## config.mk

```make
export PLATFORM = sky130hd
export DESIGN_NAME = fc_layer_simd
export DESIGN_NICKNAME = d
export VERILOG_FILES = /design/src/rtl/fc_layer_simd.sv
export SDC_FILE = /design/constraint.sdc
export NUM_CORES = 2
export LEC_CHECK = 0
export BUFFER_PORTS_ARGS = -buffer_cell sky130_fd_sc_hd__buf_4
export CAP_MARGIN = 30
export CORE_ASPECT_RATIO = 0.8
export CORE_MARGIN = 1
export CORE_UTILIZATION = 42
export CTS_BUF_LIST = sky130_fd_sc_hd__clkbuf_8
export DETAILED_ROUTE_END_ITERATION = 10
export SETUP_SLACK_MARGIN = 0.02
export SYNTH_ARGS = -nofsm -noshare
export SYNTH_HDL_FRONTEND = slang
export SYNTH_SLANG_ARGS = --single-unit
```

## constraint.sdc

```tcl
create_clock -name clk -period 10.2 [get_ports clk]
set_input_delay 3.06 -clock clk [delete_from_list [all_inputs] [get_ports clk]]
set_output_delay 3.06 -clock clk [all_outputs]
set_load 0.005 [all_outputs]
```

## src/rtl/fc_layer_simd.sv

```systemverilog
// LANES-wide fully-connected layer: buffers one input vector, skips zero activations,
// then adds bias, scales, saturates and optionally applies ReLU to each neuron result.
module fc_layer_simd #(
  parameter int unsigned DATA_W      = 8,
  parameter int unsigned NUM_NEURONS = 10,
  parameter int unsigned NUM_INPUTS  = 4,
  parameter int unsigned LANES       = 2,
  parameter int unsigned ACC_W       = 24,
  parameter int unsigned FRAC_SHIFT  = 0,
  localparam int unsigned DEPTH = NUM_NEURONS * (NUM_INPUTS + 1),
  localparam int unsigned AW    = (DEPTH > 1) ? $clog2(DEPTH) : 1,
  localparam int unsigned IDX_W = (NUM_NEURONS > 1) ? $clog2(NUM_NEURONS) : 1,
  localparam int unsigned NNZ_W = $clog2(NUM_INPUTS + 1)
) (
  input  logic              clk,
  input  logic              rst_n,
  input  logic              start,
  input  logic              relu_en,
  input  logic              in_valid,
  input  logic [DATA_W-1:0] in_data,
  output logic              in_ready,
  input  logic              w_we,
  input  logic [AW-1:0]     w_addr,
  input  logic [DATA_W-1:0] w_data,
  output logic              out_valid,
  output logic [DATA_W-1:0] data_out,
  output logic [IDX_W-1:0]  out_idx,
  output logic              done,
  output logic              busy,
  output logic [NNZ_W-1:0]  nnz_count
);

  localparam int unsigned NUM_GROUPS = (NUM_NEURONS + LANES - 1) / LANES;
  localparam int unsigned GW = (NUM_GROUPS > 1) ? $clog2(NUM_GROUPS) : 1;
  localparam int unsigned LW = (LANES > 1) ? $clog2(LANES) : 1;
  localparam int unsigned XW = (NUM_INPUTS > 1) ? $clog2(NUM_INPUTS) : 1;
  localparam int unsigned PW = 2 * DATA_W;
  localparam logic signed [ACC_W-1:0] SAT_MAX = ACC_W'((2 ** (DATA_W - 1)) - 1);
  localparam logic signed [ACC_W-1:0] SAT_MIN = ~SAT_MAX;

  typedef enum logic [2:0] {S_IDLE, S_LOAD, S_BIAS, S_MAC, S_EMIT, S_DONE} state_e;

  state_e                   state_q, state_d;
  logic signed [DATA_W-1:0] wmem [DEPTH];
  logic signed [DATA_W-1:0] x_q [NUM_INPUTS];
  logic signed [DATA_W-1:0] x_d [NUM_INPUTS];
  logic [NUM_INPUTS-1:0]    mask_q, mask_d, wmask_q, wmask_d, wmask_clr;
  logic [XW-1:0]            idx_q, idx_d, sel;
  logic [NNZ_W-1:0]         nnz_q, nnz_d;
  logic [GW-1:0]            grp_q, grp_d;
  logic [LW-1:0]            lane_q, lane_d;
  logic signed [ACC_W-1:0]  acc_q [LANES];
  logic signed [ACC_W-1:0]  acc_d [LANES];
  logic signed [PW-1:0]     prod [LANES];
  logic                     relu_q, relu_d;
  logic                     in_ready_q, in_ready_d, out_valid_q, out_valid_d;
  logic                     done_q, done_d, busy_q, busy_d;
  logic [DATA_W-1:0]        data_out_q, data_out_d;
  logic [IDX_W-1:0]         out_idx_q, out_idx_d;
  logic                     load_last, lane_last, grp_last;
  int unsigned              nbase;

  function automatic logic [AW-1:0] waddr(input int unsigned n, input int unsigned i);
    return (n < NUM_NEURONS) ? AW'(n * (NUM_INPUTS + 1) + i) : '0;
  endfunction

  function automatic logic [DATA_W-1:0] scale_sat(input logic signed [ACC_W-1:0] a,
                                                  input logic relu);
    logic signed [ACC_W-1:0] s;
    s = a >>> FRAC_SHIFT;
    if (relu && s[ACC_W-1]) s = '0;
    else if (s > SAT_MAX)   s = SAT_MAX;
    else if (s < SAT_MIN)   s = SAT_MIN;
    return DATA_W'(s);
  endfunction

  // Lowest pending nonzero input and the working mask with that bit consumed.
  always_comb begin
    sel       = '0;
    wmask_clr = wmask_q;
    for (int i = NUM_INPUTS - 1; i >= 0; i--) begin
      if (wmask_q[i]) sel = XW'(i);
    end
    wmask_clr[sel] = 1'b0;
  end

  always_comb begin
    nbase     = 32'(grp_q) * LANES;
    load_last = (idx_q == XW'(NUM_INPUTS - 1));
    grp_last  = (grp_q == GW'(NUM_GROUPS - 1));
    lane_last = (lane_q == LW'(LANES - 1)) || (nbase + 32'(lane_q) + 1 >= NUM_NEURONS);
  end

  always_ff @(posedge clk or negedge rst_n) begin
    if (!rst_n) state_q <= S_IDLE;
    else        state_q <= state_d;
  end

  always_comb begin
    state_d = state_q;
    unique case (state_q)
      S_IDLE:  if (start) state_d = S_LOAD;
      S_LOAD:  if (in_valid && load_last) state_d = S_BIAS;
      S_BIAS:  state_d = (|mask_q) ? S_MAC : S_EMIT;
      S_MAC:   if (wmask_clr == '0) state_d = S_EMIT;
      S_EMIT:  if (lane_last) state_d = grp_last ? S_DONE : S_BIAS;
      S_DONE:  state_d = S_IDLE;
      default: state_d = S_IDLE;
    endcase
  end

  // Datapath and registered-output next values.
  always_comb begin
    x_d        = x_q;
    mask_d     = mask_q;
    wmask_d    = wmask_q;
    idx_d      = idx_q;
    nnz_d      = nnz_q;
    grp_d      = grp_q;
    lane_d     = lane_q;
    acc_d      = acc_q;
    relu_d     = relu_q;
    data_out_d = data_out_q;
    out_idx_d  = out_idx_q;
    for (int k = 0; k < LANES; k++) prod[k] = x_q[sel] * wmem[waddr(nbase + 32'(k), 32'(sel))];
    unique case (state_q)
      S_IDLE: if (start) begin
        relu_d = relu_en;
        mask_d = '0;
        nnz_d  = '0;
        idx_d  = '0;
        for (int i = 0; i < NUM_INPUTS; i++) x_d[i] = '0;
      end
      S_LOAD: if (in_valid) begin
        x_d[idx_q] = in_data;
        if (in_data != '0) begin
          mask_d[idx_q] = 1'b1;
          nnz_d         = nnz_q + NNZ_W'(1);
        end
        idx_d = idx_q + XW'(1);
        if (load_last) begin
          grp_d  = '0;
          lane_d = '0;
        end
      end
      S_BIAS: begin
        wmask_d = mask_q;
        lane_d  = '0;
        for (int k = 0; k < LANES; k++)
          acc_d[k] = ACC_W'(wmem[waddr(nbase + 32'(k), NUM_INPUTS)]);
      end
      S_MAC: begin
        wmask_d = wmask_clr;
        for (int k = 0; k < LANES; k++) acc_d[k] = acc_q[k] + ACC_W'(prod[k]);
      end
      S_EMIT: begin
        if (lane_last) begin
          lane_d = '0;
          if (!grp_last) grp_d = grp_q + GW'(1);
        end else begin
          lane_d = lane_q + LW'(1);
        end
      end
      default: ;
    endcase
    out_valid_d = (state_d == S_EMIT);
    // Result is registered on the edge that enters each emit cycle, from the final accumulator.
    if (out_valid_d) begin
      data_out_d = scale_sat(acc_d[lane_d], relu_q);
      out_idx_d  = IDX_W'(nbase + 32'(lane_d));
    end
    in_ready_d = (state_d == S_LOAD);
    done_d     = (state_d == S_DONE);
    busy_d     = (state_d != S_IDLE);
  end

  always_ff @(posedge clk or negedge rst_n) begin
    if (!rst_n) begin
      for (int i = 0; i < NUM_INPUTS; i++) x_q[i] <= '0;
      for (int k = 0; k < LANES; k++) acc_q[k] <= '0;
      mask_q      <= '0;
      wmask_q     <= '0;
      idx_q       <= '0;
      nnz_q       <= '0;
      grp_q       <= '0;
      lane_q      <= '0;
      relu_q      <= 1'b0;
      in_ready_q  <= 1'b0;
      out_valid_q <= 1'b0;
      done_q      <= 1'b0;
      busy_q      <= 1'b0;
      data_out_q  <= '0;
      out_idx_q   <= '0;
    end else begin
      x_q         <= x_d;
      acc_q       <= acc_d;
      mask_q      <= mask_d;
      wmask_q     <= wmask_d;
      idx_q       <= idx_d;
      nnz_q       <= nnz_d;
      grp_q       <= grp_d;
      lane_q      <= lane_d;
      relu_q      <= relu_d;
      in_ready_q  <= in_ready_d;
      out_valid_q <= out_valid_d;
      done_q      <= done_d;
      busy_q      <= busy_d;
      data_out_q  <= data_out_d;
      out_idx_q   <= out_idx_d;
    end
  end

  // Weight/bias file is not reset; writes land only while idle.
  always_ff @(posedge clk) begin
    if (w_we && state_q == S_IDLE && 32'(w_addr) < DEPTH) wmem[w_addr] <= w_data;
  end

  assign in_ready  = in_ready_q;
  assign out_valid = out_valid_q;
  assign data_out  = data_out_q;
  assign out_idx   = out_idx_q;
  assign done      = done_q;
  assign busy      = busy_q;
  assign nnz_count = nnz_q;

endmodule

```

# Word-level counts from Yosys, hierarchy flattened
# Memory sizes are Yosys's and may differ from the RTL's.
# Index checks and enable logic that the tools add are counted.
[word_totals]
register_bits = 117
ramBits = 400
inputBits = 28
out_inout_bits = 19
word_cells = 152
memories = 1
[op_classes]
add_sub_neg = 14
mul = 4
magnitude_cmp = 14
eq_ne = 15
muxes = 58
n_bitwise = 6
n_reduce_logical = 20
[memory_table]
columns = ["memory", "words", "width", "read_ports", "rd_ports_with_merged_regs", "wr", "line", "text"]
rows = [
  ["wmem", 50, 8, 4, 0, 1, "44", "logic signed [DATA_W-1:0] wmem [DEPTH];"],
]
[op_table]
columns = ["op", "n"]
rows = [
  ["$pmux 48 s2", 1],
  ["$mux 24", 3],
  ["$mux 32", 2],
  ["$pmux 32 s2", 1],
  ["$add 24x16->24", 2],
  ["$mux 8", 6],
  ["$mux 3", 13],
  ["$bwmux 32", 1],
  ["$mul 8x8->16", 2],
  ["$gt 24x8->1 const B", 1],
  ["$lt 24x8->1 const B", 1],
  ["$mux 6", 4],
  ["$bmux 8 s2", 1],
  ["$demux 8 s2", 1],
  ["$pmux 4 s2", 2],
  ["$pmux 3 s5", 1],
  ["$add 6x2->6", 2],
  ["$add 6x3->6 const B", 2],
  ["$eq 3x3->1 const B", 4],
  ["$mux 2", 6],
  ["$mux 4", 3],
  ["$ne 2x2->1 const B", 6],
  ["$pmux 3 s2", 2],
  ["$reduce_bool 8->1", 1],
  ["other kinds (41)", 63],
]

# Logic depth before layout (Yosys ltp)
[depth]
ltp_word = 18
depth_mapped = 45

# Least setup slack after synthesis
# OpenSTA, ideal clock, no wires.
[synth_timing]
path_type = "reg-to-reg"
startpoint = "register wmask_q[3]"
endpoint = "register data_out_q[3], in the netlist data_out[3]"
arrival_time_ps = 9885
t_required_ps = 10099
setup_slack_ps = 215
path_stages_with_launch = 43
path_buffers = 10
synth_period_minus_slack_ps = 9985
cell_sequence = "dfrtp_1 > nor2b_1 > buf_2 > o21ai_2 > inv_2 > buf_2 > buf_2 > buf_2 > buf_2 > buf_2 > fa_1 > nand2_1 > xor2_1 > and2_1 > clkbuf_1 > clkbuf_1 > clkbuf_1 > o211ai_1 > [7 not listed] > fa_1 > inv_1 > fa_1 > inv_1 > ha_1 > ha_1 > clkbuf_1 > and2_1 > a221o_1 > nand2_1 > nand3_1 > xor2_1 > nand2_1 > a311o_1 > nor4b_2 > nand4b_1 > o31a_4 > o311ai_2"
[synth_via]
elab_chain_len = 18
[synth_lines]
columns = ["item", "line", "text"]
rows = [
  ["start, declared", "47", "logic [NUM_INPUTS-1:0] mask_q, mask_d, wmask_q, wmask_d, wmask_clr;"],
  ["start signal, assigned", "198", "wmask_q <= wmask_d;"],
  ["branches (longest 18 deep; another with $add 24x16->24)", "-", ""],
  ["end signal, assigned", "208", "data_out_q <= data_out_d;"],
  ["end, declared", "58", "logic [DATA_W-1:0] data_out_q, data_out_d;"],
]
# Several ways; the timed one is not identified. The select of a mux whose other input is x is not followed.
# A chain may end at the register's enable or synchronous reset.

==> out/qor.yml <==
route:
  drt-vias-per-instance: 6.62
  drt_pre_antenna_iters: 6
  drtIter0Drc: 5835
  drc_errors: 0
  ant_nets: 0
  wl_um: 167000
  num_vias: 35600
  wire_per_inst_um: 31.0
sta:
  max_freq_ghz: 0.102
  min_period_ns: 9.85
  slew_viol_final: 0
  setup_violations: 0
  hold_viol_final: 0
  period_share_pct: 96.6
  timing.hold.ws_ns: 0.495
  rsz0062_at_grt: "false"
  skew_ns: 0.0719
  slew_headroom_pct: 24.7
  finalSetupTns_ns: 0
  worst_pin_slew_ns: 1.12
worst_setup_path:
  rr_startpoint: "grp_q[0]"
  cpMostUsedCell: "fa_1"
  regToRegSetupSlack_ns: 0.35
  start_kind: "register"
  crit_start: "grp_q[0]"
  r2r-end: "data_out[3]"
  critical_path.top_delay_family: "adder cells"
  cp-end-kind: "register"
  cp_max_fo: 68
  r2r_cells: 36
  arrival_ns: 10.52
  path_buf_inv: 9
  cp_num_cells: 36
  cpMaxStageDelayCell: "a311oi_1"
  cp-endpoint: "data_out[3]"
  required_ns: 10.87
  max_stage_delay_ns: 0.56
  crit_type: "register to register"
logic_synthesis:
  synthArstFlopShare_pct: 22.6
  syn_inst: 3990
  synth_area_leader_cell: "edfxtp_1"
  yosys_most_used_dff: "edfxtp_1"
  synth_edf_count: 400
  synth_top_area_share_pct: 31.3
  synth_nets: 4352
  synth_area_leaders: "edfxtp_1 31%, fa_1 11%, dfrtp_1 7.6%, nand2_1 7.1%, ha_1 4.0%"
  ys_types: 91
  synth_warnings: 0
  synth.avg_cell_area_um2: 9.61
  yosysSeqAreaShare_pct: 39.0
  synth-seq-cells: 517
  synth_area_mm2: 0.0383
finish:
  fin_util_pct: 48.3
  area_growth_pct: 13.4
  register_area_mm2: 0.0149
  nets: 4460
  fillerInstances: 8401
  drive_above_1_share_pct: 13.7
  final-instance-count-excl-fill: 5374
  multi_input_area_mm2: 0.0217
grt:
  grt_pass1_wl_um: 239000
  grt.busiest_layer: "met1"
  grtUsageMet3_pct: 12.1
  gr-usage-met1_pct: 50.9
  grt_start_max_net_pins: 85
  overflow: 0
  met2_usage_pct: 47.7
  grt_pass1_vias: 33400
  grtUsageTotal_pct: 35.4
  grt_antenna_before_repair: 11
placement:
  dp_cells: 5205
  io_buffers: 46
  gp_congestion: 1.05
  hpwl_um: 116000
floorplan:
  die_w_um: 340
  core-area_mm2: 0.0899
  start_util_pct: 42.6
  die_h_um: 272
  placementRows: 98
  die_area_mm2: 0.0925
  io_pins: 47
outcome:
  status: "complete, no violations"
clock_tree:
  root_buffer: "clkbuf_8"
  post-cts-setup-buffers: 0
  path_clk_slew_ns: 0.06
  htreeDepth: 3
  cts_tree: "yes"
  numCtsBuffers: 89
  clock_path_buffers: 3
  clock_sinks: 517
  insertion_delay_ns: 0.77
run:
  drv_cap: 0
min_path:
  min_path_type: "register to register"
==> metal layers <==
metal	wire length [um]	up-vias
li1	-	14800
met1	68700	17300
met2	65000	2886
met3	24300	596
met4	8770	16
met5	113	-
==> timing repair <==
item	in CTS	in global routing
endpoints found under the setup margin	0	8
gates resized for setup	0	31
hold buffers	0	0
==> layout make-up <==
type	count	area share, %
inverters	234	2.03
repair buffers	306	6.07
well taps	1200	3.46
diodes	2	0.0115
flip-flops and latches	517	34.4
multi-input cells	2950	49.8
clock inverters	66	1.07
clock buffers	99	3.14
==> placed cells by master, fill, tap and decap left out, drive strengths merged, types with 15 or more instances in the layout <==
| cell | netlist | layout |
|---|---|---|
| clkinv | 0 | 33 |
| a21o | 16 | 16 |
| fa | 212 | 212 |
| inv | 234 | 256 |
| clkbuf | 213 | 99 |
| nand2b | 44 | 44 |
| a21oi | 186 | 186 |
| or3 | 15 | 15 |
| dfrtp | 117 | 117 |
| mux2 | 16 | 16 |
| mux4 | 36 | 36 |
| nand2 | 724 | 724 |
| a31oi | 43 | 43 |
| xnor2 | 33 | 33 |
| nor2 | 270 | 270 |
| nand3 | 210 | 210 |
| a221oi | 122 | 122 |
| buf | 77 | 306 |
| and3 | 52 | 52 |
| o21a | 20 | 21 |
| o311ai | 24 | 24 |
| o21ai | 106 | 106 |
| a311oi | 65 | 65 |
| a22o | 84 | 84 |
| o31ai | 24 | 24 |
| mux2i | 81 | 81 |
| ha | 122 | 122 |
| edfxtp | 400 | 400 |
| and2 | 38 | 38 |
| o22ai | 32 | 32 |
| nand3b | 17 | 17 |
| o211ai | 55 | 55 |
| nor3 | 78 | 78 |
| a211oi | 49 | 49 |
| xor2 | 16 | 16 |
==> cell usage after synthesis (15+ instances only) <==
master    count
and3_1       52
buf_2        36
mux4_2       36
nand2_1     723
edfxtp_1    400
nand3_1     210
a21oi_1     186
inv_1       232
or3_1        15
a21o_1       16
o31ai_1      24
a31oi_1      42
a311oi_1     65
nor3_1       78
o22ai_1      32
o211ai_1     55
buf_1        40
clkbuf_1    213
fa_1        212
dfrtp_1     117
nand3b_1     17
nor2_1      269
xnor2_1      33
mux2i_1      80
ha_1        122
xor2_1       15
o311ai_0     21
a22o_1       84
nand2b_1     44
o21ai_0      92
a221oi_1    121
and2_1       38
a211oi_1     49
o21a_1       20
==> through the flow <==
stage	instance area [um^2]	setup slack [ns]
after CTS	43300	0.0572
after global routing	43500	0.0200
after floorplan	38300	0.215
after detailed placement	41500	0.0871
final	43500	0.352
after global placement	41200	0.0920
==> logic make-up (layout without fill, tap and decap cells) <==
| family | Yosys count | in the layout | synth area share [%] |
|---|---|---|---|
| xor+xnor | 49 | 49 | 1.14 |
| mux | 133 | 133 | 4.71 |
| flops | 517 | 517 | 39.0 |
| compound gates | 922 | 923 | 17.4 |
| fa+ha+maj | 335 | 335 | 15.1 |
| other cells | 0 | 2 | 0 |
| buf+inv | 524 | 705 | 5.27 |
| simple gates | 1510 | 1510 | 17.5 |
==> registers in the layout, summed over array words and instances (netlist names), 2 cells and up <==
name / flops
wmem: 400
data_out: 8
state_q: 3
out_idx: 4
x_q: 32
idx_q: 2
wmask_q: 4
acc_q: 48
nnz_count: 3
grp_q: 3
mask_q: 4
==> worst min-delay path by stage <==
stage                     startpoint           to  slack, ns  cells past startpoint
final                     out_idx[1]   out_idx[1]       0.50                      2
after global routing         x_q[27]      x_q[27]       0.51                      1
after CTS                 out_idx[1]   out_idx[1]       0.50                      2
after detailed placement  out_idx[1]   out_idx[1]       0.48                      2
after global placement    out_idx[3]   out_idx[3]       0.46                      2
after floorplan               relu_q  data_out[7]       0.45                      1
==> worst register-to-register path: cells and delay by family, from the launching register on <==
family / cells / cell delay [ns]
and+or+nand+nor: 7 / 1.43
AOI/OAI and AO/OA: 12 / 2.94
DFF: 1 / 0.42
buffers and inverters: 9 / 1.54
adders and majority gates: 7 / 3.04
muxes: 1 / 0.36
Power is left out: the tool's default activity adds up to more than one toggle a clock period on the data nets, which glitch-free logic cannot reach.
